<file path="config.mk">
export PLATFORM = sky130hd
export DESIGN_NAME = pipe_skid_reg
export DESIGN_NICKNAME = d
export VERILOG_FILES = /design/src/rtl/pipe_skid_reg.sv
export SDC_FILE = /design/constraint.sdc
export NUM_CORES = 1
export LEC_CHECK = 0
export BUFFER_PORTS_ARGS = -buffer_cell sky130_fd_sc_hd__buf_2
export CAP_MARGIN = 5
export CORE_MARGIN = 2
export CORE_UTILIZATION = 55
export CTS_BUF_LIST = sky130_fd_sc_hd__clkbuf_4 sky130_fd_sc_hd__clkbuf_8
export CTS_CLUSTER_DIAMETER = 80
export CTS_CLUSTER_SIZE = 12
export DETAILED_ROUTE_END_ITERATION = 10
export PLACE_DENSITY_LB_ADDON = 0.08
export SLEW_MARGIN = 30
export SYNTH_ARGS = -nofsm -noshare
export SYNTH_HDL_FRONTEND = slang
export SYNTH_SLANG_ARGS = --single-unit
</file>
<file path="constraint.sdc">
create_clock -name clk_i -period 2 [get_ports clk_i]
set_input_delay 0.4 -clock clk_i [delete_from_list [all_inputs] [get_ports clk_i]]
set_output_delay 0.4 -clock clk_i [all_outputs]
set_load 0.05 [all_outputs]
</file>
<file path="src/rtl/pipe_skid_reg.sv">
// pipe_skid_reg: generic valid/ready pipeline stage with 2-entry skid buffer and synchronous flush.
// Optional performance counters are enabled by defining PIPE_SKID_PERF_EN.
`default_nettype none

module pipe_skid_reg #(
  parameter int                 DATA_W    = 32,
  parameter logic [DATA_W-1:0]  RESET_VAL = '0
) (
  input  logic              clk_i,
  input  logic              rst_ni,
  input  logic              flush_i,
  input  logic              in_valid_i,
  output logic              in_ready_o,
  input  logic [DATA_W-1:0] in_data_i,
  output logic              out_valid_o,
  input  logic              out_ready_i,
  output logic [DATA_W-1:0] out_data_o,
  output logic [1:0]        occupancy_o
`ifdef PIPE_SKID_PERF_EN
  ,
  output logic [31:0]       stall_cnt_o,
  output logic [31:0]       full_cnt_o
`endif
);

  typedef enum logic [1:0] {
    EMPTY = 2'd0,
    ONE   = 2'd1,
    TWO   = 2'd2
  } state_t;

  state_t            state, state_nxt;
  logic [DATA_W-1:0] main_q, main_d;
  logic [DATA_W-1:0] skid_q, skid_d;
  logic              in_fire, out_fire;

  // All handshake outputs decode the state flops only, so out_ready_i never reaches in_ready_o.
  assign in_ready_o  = (state != TWO);
  assign out_valid_o = (state != EMPTY);
  assign occupancy_o = state;
  assign out_data_o  = main_q;

  assign in_fire  = in_valid_i & in_ready_o;
  assign out_fire = out_valid_o & out_ready_i;

  always_comb begin
    state_nxt = state;
    main_d    = main_q;
    skid_d    = skid_q;
    if (flush_i) begin
      state_nxt = EMPTY;
      main_d    = RESET_VAL;
      skid_d    = RESET_VAL;
    end else begin
      unique case (state)
        EMPTY: begin
          if (in_fire) begin
            state_nxt = ONE;
            main_d    = in_data_i;
          end
        end
        ONE: begin
          if (in_fire && out_fire) begin
            main_d = in_data_i;
          end else if (in_fire) begin
            state_nxt = TWO;
            skid_d    = in_data_i;
          end else if (out_fire) begin
            state_nxt = EMPTY;
          end
        end
        TWO: begin
          if (out_fire) begin
            state_nxt = ONE;
            main_d    = skid_q;
          end
        end
        default: begin
          state_nxt = EMPTY;
        end
      endcase
    end
  end

  always_ff @(posedge clk_i or negedge rst_ni) begin
    if (!rst_ni) begin
      state  <= EMPTY;
      main_q <= RESET_VAL;
      skid_q <= RESET_VAL;
    end else begin
      state  <= state_nxt;
      main_q <= main_d;
      skid_q <= skid_d;
    end
  end

`ifdef PIPE_SKID_PERF_EN
  // Counters survive flush and wrap naturally at 32 bits.
  always_ff @(posedge clk_i or negedge rst_ni) begin
    if (!rst_ni) begin
      stall_cnt_o <= '0;
      full_cnt_o  <= '0;
    end else begin
      if (out_valid_o && !out_ready_i) begin
        stall_cnt_o <= stall_cnt_o + 32'd1;
      end
      if (state == TWO) begin
        full_cnt_o <= full_cnt_o + 32'd1;
      end
    end
  end
`endif

endmodule

`default_nettype wire

</file>
=== After elaboration in Yosys (flattened, before gate mapping) ===
Cells that the tools add are included.

* Input port bits: 37
* Output and inout bits: 36
* Bits in registers: 66
* Logic and storage cells: 38

* Equality and inequality tests: 9
* Bitwise logic cells: 2
* Muxes and demuxes: 15
* Reductions and logical operators: 9

{| class="wikitable"
|+ Operators by type and width
! cell !! count
|-
| $mux 32 || 7
|-
| $pmux 32 s3 || 1
|-
| $mux 2 || 6
|-
| $ne 3x3->1 const B || 4
|-
| $reduce_and 4->1 || 2
|-
| $pmux 2 s3 || 1
|-
| $reduce_bool 2->1 || 3
|-
| $ne 2x2->1 const B || 2
|-
| $ne 4x4->1 const B || 1
|-
| $reduce_bool 4->1 || 1
|-
| $reduce_and 3->1 || 1
|-
| $and 1x1->1 || 2
|-
| $eq 2x1->1 const B || 1
|-
| $eq 2x2->1 const B || 1
|-
| $logic_not 2->1 || 1
|-
| $logic_and 1x1->1 || 1
|}

=== Logic depth before layout (Yosys ltp) ===
Gate-level depths: netlist (run 1).

* Depth in word-level cells: 7
* Depth in mapped cells: 7
* Mapped depth without buffers: 5

=== Least setup slack after synthesis (run 1) ===
OpenSTA, ideal clock, no wires.

* Path type: reg-to-reg
* Start: register state[0] (netlist: occupancy_o[0])
* End: register main_q[0] (netlist: out_data_o[0])
* Arrival: 1757 ps
* Path slack: 118 ps
* Required time: 1875 ps
* Cell stages (with the launch flop): 7
* Cells stage by stage: dfrtp_1 -> nor2b_1 -> buf_6 -> o21ai_4 -> o211ai_4 -> buf_6 -> mux2_4

* Longest elaborated chain between the ends: 5

{| class="wikitable"
|+ RTL lines
! item !! RTL line !! source
|-
| start, declared || 32 || <nowiki>state_t state, state_nxt;</nowiki>
|-
| start signal, assigned || 91 || <nowiki>state <= state_nxt;</nowiki>
|-
| $ne 2x2->1 or $reduce_bool 2->1 (tied branches) || 38, 39 ||
|-
| $and 1x1->1 (on tied branches) || 43, 44 ||
|-
| $logic_and 1x1->1 || 63 || <nowiki>if (in_fire && out_fire) begin</nowiki>
|-
| $ne 3x3->1 (no source line) || - ||
|-
| $reduce_and 4->1 (no source line) || - ||
|-
| end signal, assigned || 92 || <nowiki>main_q <= main_d;</nowiki>
|-
| end, declared || 33 || <nowiki>logic [DATA_W-1:0] main_q, main_d;</nowiki>
|}

Parallel ways exist; a longest one is shown, timed or not.
A chain may end at the register's enable or synchronous reset.

=== Final worst setup path (run 1) ===
* Start: register state[1] (netlist: occupancy_o[1])
* End: output port in_ready_o

* Longest elaborated chain between the ends: 1

{| class="wikitable"
|+ RTL lines
! item !! RTL line !! source
|-
| $ne 2x2->1 || 38 || <nowiki>assign in_ready_o = (state != TWO);</nowiki>
|-
| end, declared || 13 || <nowiki>output logic in_ready_o,</nowiki>
|}

No other way between the ends.

==> results of run 1 <==
-- logic make-up after synthesis --
group                  count (synthesis)
muxes                                 33
buffers and inverters                 22
DFF                                   66
AOI/OAI and AO/OA                     68
and+or+nand+nor                       74
-- state kept, by name (all words and copies together) (netlist names) --
signal,flops
out_data_o,32
skid_q,32
occupancy_o,2
-- worst max path at each step --
| stage | from | endpoint | slack, ns | cells after the start |
|---|---|---|---|---|
| finish | occupancy_o[1] | in_ready_o | 0.16 | 3 |
| global route | occupancy_o[1] | skid_q[12] | 0.02 | 5 |
| global placement | in_valid_i | skid_q[20] | 0.22 | 6 |
| detailed placement | in_valid_i | skid_q[14] | 0.18 | 6 |
| CTS | occupancy_o[1] | in_ready_o | 0.14 | 3 |
| floorplan | occupancy_o[0] | out_data_o[0] | 0.12 | 6 |
-- synthesized netlist by cell type --
cell / count / area, sq um
dfrtp_1: 66 / 1650
nand2_1: 64 / 240
a21oi_1: 34 / 170
a22o_1: 32 / 280
mux2_4: 30 / 450
clkbuf_1: 7 / 26.3
buf_2: 6 / 30.0
buf_6: 4 / 45.0
buf_1: 3 / 11.3
nand2b_1: 3 / 18.8
inv_1: 2 / 7.51
mux2_2: 2 / 22.5
nor2_1: 2 / 7.51
nor2b_1: 2 / 12.5
nor3_1: 2 / 10.0
mux2i_1: 1 / 10.0
o211ai_4: 1 / 21.3
o21ai_4: 1 / 16.3
or2_2: 1 / 6.26
-- routing by layer --
metal,vias up,part of all wire,GRT usage
met1,1218,0.45,0.350
met3,6,0.051,0.0494
met4,0,0.012,0.102
met5,-,0,0
li1,1068,-,-
met2,77,0.49,0.392
-- stage by stage --
step                utilization  instances  cell area (sq um)  setup WS [ns]  hold WS [ns]
finish                    0.697        416               3770          0.157        0.0608
global route              0.697        416               3770         0.0213        0.0986
CTS                       0.697        416               3770          0.143        0.0799
detailed placement        0.652        400               3530          0.182         0.443
global placement          0.652        400               3530          0.225         0.443
floorplan                     -        263               3040          0.118         0.104
-- final cells by class --
type,count,area (sq um),area share
timing repair buffer,85,495,0.132
tap,72,90.1,0.0239
sequential,66,1650,0.439
inverter,2,7.51,0.00199
clock inverter,7,116,0.0309
clock buffer,9,124,0.0329
multi-input combinational,175,1280,0.340
-- critical path: cells and delay by family (launching register included) --
family,cells,cell delay (ns)
buffers and inverters,2,0.51
DFF,1,0.43
and+or+nand+nor,1,0.17
-- power by group through the flow --
stage               clock network [uW]  registers, uW  logic, uW
finish                            1360           1460        664
global route                      1440           1470        704
CTS                               1380           1460        668
detailed placement                   0           1480        663
global placement                     0           1480        658
floorplan                            0           1700        243
==> summary.md, run 1 <==
| Metric | Value |
|---|---|
| DP Wirelength | 4330 microns |
| Critical Path Max Stage Delay | 0.43 ns |
| GRT Total Usage | 0.252 |
| Max Cap Viol | 0 |
| Yosys reg bits | 66 |
| Die height | 78.3 microns |
| Core area | 0.00541 sq mm |
| Setup violations, final | 0 |
| Vias in the first global route | 2377 |
| Post-route setup TNS | 0 ns |
| Max stage delay cell, worst path | dfrtp_1 |
| Setup crit start kind | flip-flop |
| Port Buffers | 72 |
| Simple-gate share of the synthesized area | 0.0972 |
| FP Rows | 27 |
| Main combinational cell family by area after synthesis | compound AO/OA/AOI/OAI gates |
| Crit path DAT | 1.44 ns |
| Hold WC Path Type | input port to async pin |
| Diode count | 0 |
| Netlist cell types | 19 |
| Chip width | 78.3 microns |
| Post-Route Skew | 0.00820 ns |
| # clock sinks | 66 |
| Post-cts gate resize count | 0 |
| Critical Path RT | 1.60 ns |
| Endpoints failing hold | 0 |
| Result of the run | finished clean |
| Reg2Reg Setup Slack | 0.20 ns |
| Most frequent cells in the layout | buf_2 (72), dfrtp_1 (66), nand2_1 (64), a21oi_1 (34), a22o_1 (32) |
| DR DRC count | 0 |
| Syn_nets | 300 |
| Fin. max-slew vios | 0 |
| Commonest non-fill, non-tap cell in the layout | buf_2 |
| Post-CTS setup buffer count | 0 |
| Max Freq | 543 MHz |
| TritonCTS Buffers | 9 |
| Root Driver | clkbuf_8 |
| Worst setup EP type | output pin |
| Synth warn | 0 |
| Via count | 2369 |
| Register area share after synthesis | 0.544 |
| Area Overhead vs Synth | 24.0% |
| Overall Power | 3490 uW |
| I/O pins | 73 |
| Setup CP Type | flip-flop to output pin |
| Comb power frac | 0.190 |
| Reg2Reg Depth | 5 |
| Pre-Repair DR Iteration Count | 4 |
| Multiplexer share of the synthesized area | 0.159 |
| Largest net degree at the start of global routing | 27 |
| Clock latency on the worst-skew pair | 0.34 ns |
| Initial Utilization | 0.562 |
| Clock power frac | 0.391 |
| R2r endpoint | skid_q[8] |
| Worst-path clk slew | 0.08 ns |
| PwrDens | 926 mW/mm^2 |
| RSZ-0062 raised after global routing | false |
| First-pass GRT wire length | 11800 microns |
| RR Startpoint | occupancy_o[1] |
| NetSw | 1020 uW |
| GR Overflow Total | 0 |
| Leakage | 0.00200 uW |
| H-tree depth | 3 |
| Fin crit period | 1.84 ns |
| Rel. slew slack | 0.598 |
| Worst slew pin tran | 0.604 ns |
| Initial antenna violation count | 0 |
| Synth Area in Compound Gates | 0.161 |
| Internal | 2470 uW |
| Cell Area, Synth | 0.00304 sq mm |
| Critical path cell sequence | nor2b_4 > inv_1 > buf_2 |
| Total wire length | 7070 microns |
| Maximum VDD drop | 0.000590 V |
| CTS tree | yes |
| Die ar. | 0.00613 sq mm |
| NumNets Final | 376 |
| Crit path max fanout | 8 |
| Final Cycle Share | 0.921 |
| Placer Congestion | 0.760 |
| Synth Area per Inst | 11.6 sq um |
| Hold-fix buffers, CTS | 0 |
| DR iter-0 viols | 248 |
| CTS max path bufs | 2 |
| Post-synthesis adder-cell area fraction | 0 |
| Per-cell routed wire length | 17.0 microns |
| Seq pwr share | 0.419 |
| Antenna violation net count after detailed routing | 0 |
| Cells after Synth | 263 |
| Share of layout cells above drive strength 1 | 0.404 |
| Post-synthesis xor/xnor area fraction | 0 |
| Average via count per standard cell | 5.69 |
| Switch share | 0.292 |
| Fillers | 429 |
Note: power is estimated with default switching activity, not from simulation.
==> run 2, diff against run 1 <==
--- a/config.mk
+++ b/config.mk
@@ -5,10 +5,11 @@
 export SDC_FILE = /design/constraint.sdc
 export NUM_CORES = 1
 export LEC_CHECK = 0
+export ABC_AREA = 1
 export BUFFER_PORTS_ARGS = -buffer_cell sky130_fd_sc_hd__buf_2
 export CAP_MARGIN = 5
 export CORE_MARGIN = 2
-export CORE_UTILIZATION = 55
+export CORE_UTILIZATION = 56
 export CTS_BUF_LIST = sky130_fd_sc_hd__clkbuf_4 sky130_fd_sc_hd__clkbuf_8
 export CTS_CLUSTER_DIAMETER = 80
 export CTS_CLUSTER_SIZE = 12
==> summary.md, run 2 <==
| Metric | Value |
|---|---|
| Result of the run | finished clean (unchanged) |
| Hold-fix buffers, CTS | 0 (unchanged) |
| Final Cycle Share | 0.892 (was 0.921) |
| Seq pwr share | 0.435 (was 0.419) |
| Most frequent cells in the layout | nand2_1 (135), buf_2 (72), nor2_1 (69), nand3_1 (66), dfrtp_1 (66) (was buf_2 (72), dfrtp_1 (66), nand2_1 (64), a21oi_1 (34), a22o_1 (32)) |
| Core area | 0.00557 sq mm (was 0.00541 sq mm) |
| # clock sinks | 66 (unchanged) |
| Critical Path RT | 2.22 ns (was 1.60 ns) |
| Top post-synthesis cells by area | dfrtp_1 (51%), nand2_1 (16%), nand3_1 (10%) (was dfrtp_1 (54%), mux2_4 (15%), a22o_1 (9.2%)) |
| Fin crit period | 1.78 ns (was 1.84 ns) |
| Endpoints failing hold | 0 (unchanged) |
| Worst setup EP type | flip-flop (was output pin) |
| TritonCTS Buffers | 9 (unchanged) |
| First-pass GRT wire length | 13000 microns (was 11800 microns) |
| Fin util | 0.692 (was 0.697) |
| Post-CTS setup buffer count | 0 (unchanged) |
| DR iter-0 viols | 228 (was 248) |
| Clock latency on the worst-skew pair | 0.33 ns (was 0.34 ns) |
| Maximum VDD drop | 0.000547 V (was 0.000590 V) |
| Fillers | 473 (was 429) |
| Leakage | 0.00237 uW (was 0.00200 uW) |
| Initial Utilization | 0.584 (was 0.562) |
| CP startpoint | occupancy_o[1] (unchanged) |
| Antenna violation net count after detailed routing | 0 (unchanged) |
| Crit path max fanout | 32 (was 8) |
| Crit-path most repeated cell | nand2_1 |
| FP Rows | 27 (unchanged) |
| H-tree depth | 3 (unchanged) |
| Post-synth EDFFs | 0 (unchanged) |
| Fraction of registers with async set/reset | 1.00 (unchanged) |
| Post-synth top cells | nand2_1 (136), nor2_1 (69), dfrtp_1 (66), nand3_1 (66), inv_1 (37) (was dfrtp_1 (66), nand2_1 (64), a21oi_1 (34)) |
| Setup CP Type | flip-flop to flip-flop (was flip-flop to output pin) |
| DP Wirelength | 4710 microns (was 4330 microns) |
| Max Cap Viol | 0 (unchanged) |
| RSZ-0062 raised after global routing | false (unchanged) |
| Synth Flop Type | dfrtp_1 (unchanged) |
| Yosys reg bits | 66 (unchanged) |
| Cell Area, Synth | 0.00325 sq mm (was 0.00304 sq mm) |
| Synth Area per Inst | 7.33 sq um (was 11.6 sq um) |
| Setup violations, final | 0 (unchanged) |
| CTS tree | yes (unchanged) |
| Critical Path Max Stage Delay | 0.56 ns (was 0.43 ns) |
| DR DRC count | 0 (unchanged) |
| Worst slew pin tran | 0.728 ns (was 0.604 ns) |
| Max stage delay cell, worst path | nand3_2 (was dfrtp_1) |
| GR Overflow Total | 0 (unchanged) |
| Internal | 2270 uW (was 2470 uW) |
| Port Buffers | 72 (unchanged) |
| Die height | 80.2 microns (was 78.3 microns) |
| RR Startpoint | occupancy_o[1] (unchanged) |
| Post-cts gate resize count | 0 (unchanged) |
| Per-cell routed wire length | 13.2 microns (was 17.0 microns) |
| I/O pins | 73 (unchanged) |
| Post-route setup TNS | 0 ns (unchanged) |
| Synth warn | 0 (unchanged) |
| GRT Total Usage | 0.260 (was 0.252) |
| NetSw | 1190 uW (was 1020 uW) |
| Setup crit start kind | flip-flop (unchanged) |
| Clock power frac | 0.322 (was 0.391) |
| Fin. max-slew vios | 0 (unchanged) |
| Total wire length | 7680 microns (was 7070 microns) |
| Max Freq | 561 MHz (was 543 MHz) |
| Reg2Reg Setup Slack | 0.22 ns (was 0.20 ns) |
| CTS max path bufs | 2 (unchanged) |
| Cell with the most instances after synthesis | nand2_1 (was dfrtp_1) |
| Die ar. | 0.00643 sq mm (was 0.00613 sq mm) |
| Crit path DAT | 2.00 ns (was 1.44 ns) |
| Share of layout cells above drive strength 1 | 0.200 (was 0.404) |
| Pre-Repair DR Iteration Count | 4 (unchanged) |
| Rel. slew slack | 0.514 (was 0.598) |
| Post-synth top area cell | dfrtp_1 (unchanged) |
| Hold WC Path Type | input port to async pin (unchanged) |
| Root Driver | clkbuf_8 (unchanged) |
| Switch share | 0.344 (was 0.292) |
| Reg2Reg Depth | 6 (was 5) |
| Average via count per standard cell | 5.16 (was 5.69) |
| Cells after Synth | 444 (was 263) |
| Register area share after synthesis | 0.508 (was 0.544) |
| Syn_nets | 481 (was 300) |
| Post-Route Skew | 0.00519 ns (was 0.00820 ns) |
| PwrDens | 898 mW/mm^2 (was 926 mW/mm^2) |
| Final hold slack | 0.0491 ns (was 0.0608 ns) |
| Worst-path clk slew | 0.07 ns (was 0.08 ns) |
| R2r endpoint | out_data_o[5] (was skid_q[8]) |
| NumNets Final | 543 (was 376) |
| CP Capture Point | out_data_o[5] (was in_ready_o) |
| Vias in the first global route | 2929 (was 2377) |
| Commonest non-fill, non-tap cell in the layout | nand2_1 (was buf_2) |
| Via count | 3004 (was 2369) |
| Largest net degree at the start of global routing | 67 (was 27) |
| Post-synth top area share | 0.508 (was 0.544) |
| Area Overhead vs Synth | 18.6% (was 24.0%) |
| Placer Congestion | 0.783 (was 0.760) |
| Diode count | 0 (unchanged) |
| Comb power frac | 0.243 (was 0.190) |
| Initial antenna violation count | 0 (unchanged) |
| Critical path cell sequence | inv_2 > nand4_1 > nand2_1 > nand3_2 > nand2_1 > nand2_1 (was nor2b_4 > inv_1 > buf_2) |
| Chip width | 80.2 microns (was 78.3 microns) |
| Netlist cell types | 16 (was 19) |
==> run 2: cell count changes after synthesis, moves of 3 or more <==
cell      before  now
a22o_1        32    0
nor2_1         2   69
nand3_1        0   66
inv_2          0    3
nand4_1        0    3
buf_6          4    1
mux2_4        30    0
inv_1          2   37
nand2b_1       3    0
buf_2          6   16
buf_4          0    4
o21ai_0        0   31
nand2_1       64  136
a21oi_1       34    0
==> run 2: worst min path at each step <==
| stage | startpoint | cells after the start | endpoint |
|---|---|---|---|
| 2_1_floorplan | rst_ni | 0 | occupancy_o[0] |
| 3_3_place_gp | rst_ni | 1 | out_data_o[13] |
| 3_5_place_dp | rst_ni | 1 | out_data_o[13] |
| 4_1_cts | rst_ni | 1 | out_data_o[13] |
| 5_1_grt | rst_ni | 1 | out_data_o[13] |
| 6_report | rst_ni | 1 | out_data_o[13] |
==> run 2: power groups by stage <==
stage | Clock [uW] | Sequential, uW | Combinational (uW)
3_3_place_gp | 0 | 1530 | 834
2_1_floorplan | 0 | 1840 | 297
4_1_cts | 1130 | 1510 | 851
3_5_place_dp | 0 | 1530 | 848
5_1_grt | 1190 | 1520 | 916
6_report | 1110 | 1510 | 842
==> run 2: cells by family (layout without fill, tap and decap cells) <==
group / count (synthesis) / count (layout) / share of synthesized area
AO/OA/AOI/OAI: 33 / 33 / 0.0508
buffers and inverters: 69 / 135 / 0.0927
flip-flops: 66 / 66 / 0.508
AND/OR/NAND/NOR: 276 / 276 / 0.349
==> run 2: stage by stage <==
stage / total power, uW / worst slack [ns] / instances / area, sq um
after floorplan: 2140 / 0.328 / 444 / 3250
after CTS: 3490 / 0.209 / 582 / 3860
after detailed placement: 2380 / 0.222 / 567 / 3660
final: 3460 / 0.216 / 582 / 3860
after global placement: 2370 / 0.300 / 567 / 3660
after global routing: 3630 / 0.0776 / 582 / 3860
==> run 2: worst max-delay path: cells and delay by family (launching register included) <==
kind	cells	cell delay, ns
DFF	1	0.45
buffers and inverters	1	0.10
and+or+nand+nor	5	1.10
==> run 2: cell type report <==
class,count,area (sq um),share of cell area
flip-flops and latches,66,1650,0.428
multi-input cells,309,1300,0.338
repair buffers,80,470,0.122
clock buffers,12,153,0.0396
inverters,40,150,0.0389
well taps,72,90.1,0.0234
clock inverters,3,40.0,0.0104
==> run 2: layer usage <==
layer,up-vias,track usage,share of wire,wire [microns]
met3,12,0.0483,0.043,330
met4,0,0.0966,0.020,150
met1,1406,0.327,0.46,3520
met5,-,0,0,0
met2,82,0.447,0.48,3690
li1,1504,-,-,-
==> run 3, diff against run 2 <==
--- a/config.mk
+++ b/config.mk
@@ -6,11 +6,11 @@
 export NUM_CORES = 1
 export LEC_CHECK = 0
 export ABC_AREA = 1
-export BUFFER_PORTS_ARGS = -buffer_cell sky130_fd_sc_hd__buf_2
+export BUFFER_PORTS_ARGS = -buffer_cell sky130_fd_sc_hd__buf_4
 export CAP_MARGIN = 5
 export CORE_MARGIN = 2
 export CORE_UTILIZATION = 56
-export CTS_BUF_LIST = sky130_fd_sc_hd__clkbuf_4 sky130_fd_sc_hd__clkbuf_8
+export CTS_BUF_LIST = sky130_fd_sc_hd__clkbuf_2
 export CTS_CLUSTER_DIAMETER = 80
 export CTS_CLUSTER_SIZE = 12
 export DETAILED_ROUTE_END_ITERATION = 10
==> summary.md, run 3 (synthesis gave the netlist of run 2 again) <==
| Metric | Value |
|---|---|
| Post-cts gate resize count | 0 (unchanged) |
| Hold WC Path Type | input port to flip-flop (was input port to async pin) |
| CTS tree | yes (unchanged) |
| DR iter-0 viols | 332 (was 228) |
| Core area | 0.00557 sq mm (unchanged) |
| Critical Path RT | 2.37 ns (was 2.22 ns) |
| CTS max path bufs | 2 (unchanged) |
| H-tree depth | 3 (unchanged) |
| Area Overhead vs Synth | 20.2% (was 18.6%) |
| Final Cycle Share | 0.876 (was 0.892) |
| Setup violations, final | 0 (unchanged) |
| Pre-Repair DR Iteration Count | 4 (unchanged) |
| Commonest non-fill, non-tap cell in the layout | nand2_1 (unchanged) |
| Fin crit period | 1.75 ns (was 1.78 ns) |
| GR Overflow Total | 0 (unchanged) |
| FP Rows | 27 (unchanged) |
| Setup crit start kind | flip-flop (unchanged) |
| RSZ-0062 raised after global routing | false (unchanged) |
| First-pass GRT wire length | 12700 microns (was 13000 microns) |
| Placer Congestion | 0.785 (was 0.783) |
| Result of the run | finished clean (unchanged) |
| Clock latency on the worst-skew pair | 0.47 ns (was 0.33 ns) |
| Max Cap Viol | 0 (unchanged) |
| Fin area | 0.00391 sq mm (was 0.00386 sq mm) |
| NumNets Final | 545 (was 543) |
| Via count | 3030 (was 3004) |
| Vias in the first global route | 2848 (was 2929) |
| # clock sinks | 66 (unchanged) |
| Hold-fix buffers, CTS | 1 (was 0) |
| Post-route setup TNS | 0 ns (unchanged) |
| Rel. slew slack | 0.533 (was 0.514) |
| PwrDens | 773 mW/mm^2 (was 898 mW/mm^2) |
| Chip width | 80.2 microns (unchanged) |
| Most frequent cells in the layout | nand2_1 (135), buf_4 (79), nor2_1 (69), nand3_1 (66), dfrtp_1 (66) (was nand2_1 (135), buf_2 (72), nor2_1 (69), nand3_1 (66), dfrtp_1 (66)) |
| Fin. max-slew vios | 0 (unchanged) |
| Overall Power | 3020 uW (was 3460 uW) |
| Port Buffers | 72 (unchanged) |
| Per-cell routed wire length | 13.1 microns (was 13.2 microns) |
| Diode count | 0 (unchanged) |
| Share of layout cells above drive strength 1 | 0.193 (was 0.200) |
| Reg2Reg Setup Slack | 0.25 ns (was 0.22 ns) |
| Worst setup EP type | flip-flop (unchanged) |
| Crit path DAT | 2.12 ns (was 2.00 ns) |
| GRT Total Usage | 0.254 (was 0.260) |
| Post-CTS setup buffer count | 0 (unchanged) |
| Initial antenna violation count | 0 (unchanged) |
| Leakage | 0.00236 uW (was 0.00237 uW) |
| DR DRC count | 0 (unchanged) |
| Non-filler cells, final | 585 (was 582) |
| Worst-path clk slew | 0.19 ns (was 0.07 ns) |
| DP Wirelength | 4820 microns (was 4710 microns) |
| Initial Utilization | 0.584 (unchanged) |
| Average via count per standard cell | 5.18 (was 5.16) |
| TritonCTS Buffers | 9 (unchanged) |
| Crit path max fanout | 32 (unchanged) |
| Fillers | 497 (was 473) |
| I/O pins | 73 (unchanged) |
| Root Driver | clkbuf_2 (was clkbuf_8) |
| Maximum VDD drop | 0.000489 V (was 0.000547 V) |
| Endpoints failing hold | 0 (unchanged) |
| Die ar. | 0.00643 sq mm (unchanged) |
| Total wire length | 7650 microns (was 7680 microns) |
| Largest net degree at the start of global routing | 49 (was 67) |
| Die height | 80.2 microns (unchanged) |
| Placed cell count | 568 (was 567) |
| Worst slew pin tran | 0.700 ns (was 0.728 ns) |
| Setup CP Type | flip-flop to flip-flop (unchanged) |
| Max Freq | 571 MHz (was 561 MHz) |
| Post-Route Skew | 0.0250 ns (was 0.00519 ns) |
| Post-DP Area | 0.00383 sq mm (was 0.00366 sq mm) |
| Antenna violation net count after detailed routing | 0 (unchanged) |
-- run 3: cell count changes in the layout (fill, tap and decap cells not counted), sizes merged --
| cell | before | now |
|---|---|---|
| clkinv | 2 | 6 |
| clkbuf | 12 | 10 |
| buf | 80 | 81 |
| bufinv | 1 | 0 |
| dlygate4sd3 | 0 | 1 |
-- run 3: path summary, 6_finish.rpt --
check                               start             end  cells after the start
max reg2reg                occupancy_o[1]  out_data_o[18]                      6
min reg2reg                 out_data_o[9]   out_data_o[9]                      2
max in group asynchronous          rst_ni  out_data_o[29]                      3
max                        occupancy_o[1]  out_data_o[18]                      6
min                         in_data_i[30]      skid_q[30]                      3
min in group asynchronous          rst_ni  out_data_o[14]                      2
-- run 3: stage by stage --
step	setup slack (ns)	utilization	hold WS (ns)
3_3_place_gp	0.306	0.687	0.365
2_1_floorplan	0.328	-	0.104
5_1_grt	0.0363	0.702	0.170
4_1_cts	0.230	0.702	0.165
3_5_place_dp	0.256	0.687	0.364
6_report	0.247	0.702	0.186
-- run 3: layer usage --
metal / track usage / vias to the layer above / routed length (microns)
li1: - / 1516 / -
met1: 0.333 / 1397 / 3360
met2: 0.415 / 106 / 3700
met3: 0.0449 / 11 / 491
met4: 0.108 / 0 / 100
met5: 0 / - / 0
-- run 3: layout make-up --
cell class	count	area [sq um]	area share
clock buffer	10	50.0	0.0128
clock inverter	6	23.8	0.00608
inverter	40	150	0.0384
multi-input combinational	309	1300	0.333
sequential	66	1650	0.422
tap	72	90.1	0.0230
timing repair buffer	82	643	0.164
-- run 3: power breakdown --
part / switching [uW] / internal [uW]
registers: 69.9 / 1440
logic: 642 / 273
clock network: 449 / 148
total: 1160 / 1860
-- run 3: worst max-delay path, cell delays in order (launching register included) --
cell and delay (ns):
dfrtp_1 0.49, inv_2 0.10, nand4_1 0.10, nand2_1 0.11, nand3_2 0.54, nand2_1 0.23, nand2_1 0.08
